`config.mk`:
```
export PLATFORM = sky130hd
export DESIGN_NAME = lot_occupancy
export DESIGN_NICKNAME = d
export VERILOG_FILES = /design/src/rtl/lot_occupancy.sv
export SDC_FILE = /design/constraint.sdc
export NUM_CORES = 1
export LEC_CHECK = 0
export ABC_AREA = 1
export CAP_MARGIN = 20
export CELL_PAD_IN_SITES_DETAIL_PLACEMENT = 1
export CELL_PAD_IN_SITES_GLOBAL_PLACEMENT = 2
export CORE_MARGIN = 5
export CORE_UTILIZATION = 29
export DETAILED_ROUTE_END_ITERATION = 8
export PLACE_DENSITY_LB_ADDON = 0.25
export SETUP_SLACK_MARGIN = 0.05
export SLEW_MARGIN = 10
export SYNTH_ARGS = -nofsm -noshare
export SYNTH_HDL_FRONTEND = slang
export SYNTH_SLANG_ARGS = --single-unit
```
`constraint.sdc`:
```
create_clock -name clk -period 2.6 [get_ports clk]
set_clock_uncertainty 0.05 [all_clocks]
set_input_delay 0.52 -clock clk [delete_from_list [all_inputs] [get_ports clk]]
set_output_delay 0.52 -clock clk [all_outputs]
set_load 0.005 [all_outputs]
```
`src/rtl/lot_occupancy.sv`:
```
// Parking-lot occupancy counter with full/empty, sticky errors and gate strobe.
// Optional LOT_OCCUPANCY_HEX_EN adds registered two-digit 7-segment outputs.
module lot_occupancy #(
  parameter int CAPACITY    = 25,
  parameter int CNT_W       = 7,
  parameter int GATE_CYCLES = 4
) (
  input  logic             clk,
  input  logic             Reset,
  input  logic             cen,
  input  logic             cex,
  input  logic             clr_err,
  output logic [CNT_W-1:0] count,
  output logic             full,
  output logic             empty,
  output logic             gate_open,
  output logic             err_over,
  output logic             err_under
`ifdef LOT_OCCUPANCY_HEX_EN
  ,
  output logic [6:0]       hex1,
  output logic [6:0]       hex0
`endif
);

  typedef enum logic {IDLE, OPEN} gate_st_e;

  localparam logic [CNT_W-1:0] CAP = CNT_W'(CAPACITY);
  localparam logic [7:0]       GC  = 8'(GATE_CYCLES);

  logic [CNT_W-1:0] count_q, count_d;
  logic             eo_q, eo_d;
  logic             eu_q, eu_d;
  gate_st_e         st_q, st_d;
  logic [7:0]       tmr_q, tmr_d;

  logic inc, dec, set_o, set_u, accept;

  assign full  = (count_q == CAP);
  assign empty = (count_q == '0);

  // A swap is accepted even at full or empty.
  assign accept = cen & (cex | ~full);
  assign inc    = cen & ~cex & ~full;
  assign dec    = cex & ~cen & ~empty;
  assign set_o  = cen & ~cex & full;
  assign set_u  = cex & ~cen & empty;

  always_comb begin
    count_d = count_q;
    if (inc)      count_d = count_q + CNT_W'(1);
    else if (dec) count_d = count_q - CNT_W'(1);
  end

  assign eo_d = set_o | (eo_q & ~clr_err);
  assign eu_d = set_u | (eu_q & ~clr_err);

  always_comb begin
    st_d  = st_q;
    tmr_d = tmr_q;
    unique case (st_q)
      IDLE: begin
        if (accept) begin
          st_d  = OPEN;
          tmr_d = GC;
        end
      end
      OPEN: begin
        if (accept) begin
          tmr_d = GC;
        end else if (tmr_q <= 8'd1) begin
          st_d  = IDLE;
          tmr_d = '0;
        end else begin
          tmr_d = tmr_q - 8'd1;
        end
      end
      default: begin
        st_d  = IDLE;
        tmr_d = '0;
      end
    endcase
  end

  always_ff @(posedge clk or negedge Reset) begin
    if (!Reset) begin
      count_q <= '0;
      eo_q    <= 1'b0;
      eu_q    <= 1'b0;
      st_q    <= IDLE;
      tmr_q   <= '0;
    end else begin
      count_q <= count_d;
      eo_q    <= eo_d;
      eu_q    <= eu_d;
      st_q    <= st_d;
      tmr_q   <= tmr_d;
    end
  end

  assign count     = count_q;
  assign err_over  = eo_q;
  assign err_under = eu_q;
  assign gate_open = (st_q == OPEN);

`ifdef LOT_OCCUPANCY_HEX_EN
  // Active-low segments, bit order {g,f,e,d,c,b,a}; anything >9 is blank.
  function automatic logic [6:0] seg7(input logic [6:0] d);
    unique case (d)
      7'd0:    seg7 = 7'h40;
      7'd1:    seg7 = 7'h79;
      7'd2:    seg7 = 7'h24;
      7'd3:    seg7 = 7'h30;
      7'd4:    seg7 = 7'h19;
      7'd5:    seg7 = 7'h12;
      7'd6:    seg7 = 7'h02;
      7'd7:    seg7 = 7'h78;
      7'd8:    seg7 = 7'h00;
      7'd9:    seg7 = 7'h10;
      default: seg7 = 7'h7f;
    endcase
  endfunction

  logic [6:0] cnt7, tens, ones;
  logic [6:0] hex1_q, hex0_q, hex1_d, hex0_d;

  assign cnt7   = 7'(count_q);
  assign tens   = cnt7 / 7'd10;
  assign ones   = cnt7 % 7'd10;
  assign hex1_d = (tens == 7'd0) ? 7'h7f : seg7(tens);
  assign hex0_d = seg7(ones);

  always_ff @(posedge clk or negedge Reset) begin
    if (!Reset) begin
      hex1_q <= 7'h7f;
      hex0_q <= 7'h40;
    end else begin
      hex1_q <= hex1_d;
      hex0_q <= hex0_d;
    end
  end

  assign hex1 = hex1_q;
  assign hex0 = hex0_q;
`endif

endmodule

```
==> impl_metrics.env, run 1 <==
export IMPL_ir_drop_v=0.000372
export IMPL_drv_cap=0
export IMPL_critPathRequiredTime_ps=2690
export IMPL_hold_end="tmr_q[2]"
export IMPL_arrival_ps=2430
export IMPL_synth_area_per_cell_um2=7.52
export IMPL_r2r_start="count[5]"
export IMPL_grt_pass1_wl_um=5870
export IMPL_pin_count=17
export IMPL_total_leakage_power_nw=0.745
export IMPL_rsz0062_at_grt="false"
export IMPL_pre_cts_ws_ps=-88.8
export IMPL_cts_tree="built"
export IMPL_die_w_um=75.2
export IMPL_track_usage=0.136
export IMPL_cts_sinks=18
export IMPL_power_per_cell_area_nw_per_um2=1180
export IMPL_syn_num_nets=178
export IMPL_finalPower_mw=1.84
export IMPL_antenna_found_initial=0
export IMPL_reg2reg_depth=8
export IMPL_hpwl_um=2580
export IMPL_fin_tns_setup_ps=0
export IMPL_area_delta_synth_final_pct=26.3
export IMPL_path_class="primary input to flop"
export IMPL_place_congestion=0.772
export IMPL_ys_seq_area_frac=0.365
export IMPL_r2r_end="count[3]"
export IMPL_drive_gt1_frac=0.120
export IMPL_yosysTopAreaCell="dfrtp_1"
export IMPL_gr_usage_met3=0.0360
export IMPL_hold_viol_final=0
export IMPL_yosys_area_share_adder=0.0974
export IMPL_setup_violations_final=0
export IMPL_synth_top_area_share=0.365
export IMPL_route_vias_total=1153
export IMPL_wire_per_inst_um=13.6
export IMPL_grt_overflow_total=0
export IMPL_cts_resized=1
export IMPL_routed_via_density=4.78
export IMPL_hp_class="flop to flop"
export IMPL_synth_seq_cells=18
export IMPL_dr_first_iter_drc_count=23
export IMPL_synth_area_leaders="dfrtp_1, nand2_1, ha_1, nand3_1, inv_1"
export IMPL_rows=23
export IMPL_die_h_um=75.2
export IMPL_synth_top_family_by_area="simple AND/OR/NAND/NOR gates"
export IMPL_clk_latency_ps=260
export IMPL_n_antenna_cell=0
export IMPL_grt_pass1_vias=1263
export IMPL_tightest_slew_ps=443
export IMPL_die_area_um2=5660
export IMPL_drv_slew=0
export IMPL_firstDrtPassIters=3
export IMPL_post_cts_setup_buffers=0
export IMPL_finalWirelength_um=3270
export IMPL_ys_types=24
export IMPL_fin_crit_sh=0.900
export IMPL_nets=207
export IMPL_postRouteAntennaNets=0
export IMPL_min_period_ps=2340
export IMPL_synth_area_um2=1230
export IMPL_cp_max_fo=8
export IMPL_reg2reg_slack_ps=280
export IMPL_cp_end_kind="flop"
export IMPL_hold_start="gate_open"
export IMPL_grt_max_degree=19
export IMPL_synth_cells=164
export IMPL_fp_coreArea_um2=4060
export IMPL_clk_pin_slew_ps=70
export IMPL_gr_usage_met1=0.188
export IMPL_htreeDepth=1
export IMPL_synth_mux_area_fraction=0
export IMPL_ctsHoldBuffers=0
export IMPL_async_flop_share=1.00
export IMPL_use_met2=0.215
export IMPL_top_usage_layer="met2"
export IMPL_timing_fmax_mhz=427
export IMPL_cts_root_buf="clkbuf_8"
export IMPL_clockBufferDepth=2
export IMPL_post_synth_top_count_cell="nand2_1"
export IMPL_synth_warnings=0
export IMPL_start_util=0.304
export IMPL_synth_xor_area_share=0.0497
export IMPL_ys_flop_type="dfrtp_1"
export IMPL_status="completed"
export IMPL_synth_compound_area_frac=0.0933
export IMPL_io_buffers=16
export IMPL_cts_buffers=3
export IMPL_synth_edf_count=0
export IMPL_cp_start_kind="primary input"
export IMPL_ys_top_cells_by_count="nand2_1, dfrtp_1, inv_1, nor2_1, nand3_1"
export IMPL_fin_ws_ps=259
export IMPL_relSlewSlack=0.705
export IMPL_hold_depth=1
export IMPL_drcViolationCount=0
export IMPL_yosys_area_share_simple=0.331
==> critical path, stage by stage <==
cell and delay, ps:
clkdlybuf4s50_1 480, nand2_1 100, o21bai_2 300, ha_1 380, or2_2 310, nand2_1 80, xor2_1 150, o21ai_0 100
==> sequential cells by signal, indices dropped and copies added (netlist names) <==
signal / cells
err_under: 1
tmr_q: 8
gate_open: 1
err_over: 1
count: 7
==> through the flow <==
stage          cell area, um^2  hold slack (ps)  utilization  instances
6_report                  1560              453        0.384        241
4_1_cts                   1560              460        0.384        241
5_1_grt                   1560              495        0.384        241
2_1_floorplan             1230              174            -        164
3_3_place_gp              1510              421        0.373        238
3_5_place_dp              1510              451        0.373        238
==> where the power goes <==
group	leakage, nW	internal [mW]	total [mW]	switching, mW
registers	0.226	0.399	0.509	0.109
clock network	0.0216	0.103	0.199	0.0962
logic	0.497	0.498	1.13	0.633
==> how the worst max path moves through the flow <==
stage,from,endpoint,slack [ps],cells past startpoint
floorplan,count[1],count[3],360,8
global placement,cex,count[3],-20,9
detailed placement,cex,count[3],-90,9
CTS,count[5],count[3],260,8
global route,count[5],count[3],130,8
finish,cen,count[3],260,8
==> layout make-up <==
| type | instances | area (um^2) |
|---|---|---|
| timing repair buffer | 25 | 228 |
| tap | 50 | 62.6 |
| sequential | 18 | 450 |
| clock buffer | 3 | 41.3 |
| fill | 510 | 2500 |
| multi-input combinational | 127 | 708 |
| inverter | 18 | 67.6 |
==> layer usage <==
metal | vias to the layer above | part of all wire
li1 | 582 | -
met1 | 549 | 0.51
met2 | 17 | 0.43
met3 | 5 | 0.047
met4 | 0 | 0.0080
met5 | - | 0
==> cells by family after synthesis <==
family | after synthesis
AO/OA/AOI/OAI | 20
XOR/XNOR | 7
flip-flops | 18
adder cells (fa/ha/maj) | 9
buffers and inverters | 19
AND/OR/NAND/NOR | 91
==> placed cells by master (no fill, tap or decap), types with 2 or more instances in the layout <==
cell type,n
a21oi_1,2
buf_4,9
clkbuf_8,3
clkdlybuf4s50_1,16
dfrtp_1,18
ha_1,8
inv_1,18
nand2_1,46
nand2_2,3
nand3_1,15
nand3b_1,2
nor2_1,17
nor2_2,2
nor2_4,2
o21ai_0,13
xor2_1,6
(Power assumes the default switching activity.)
==> run 2, diff against run 1 <==
- ABC_CLOCK_PERIOD_IN_PS: unset -> 2600
==> results of run 2 <==
The final DEF is identical to that of run 1; final timing and power are the same.
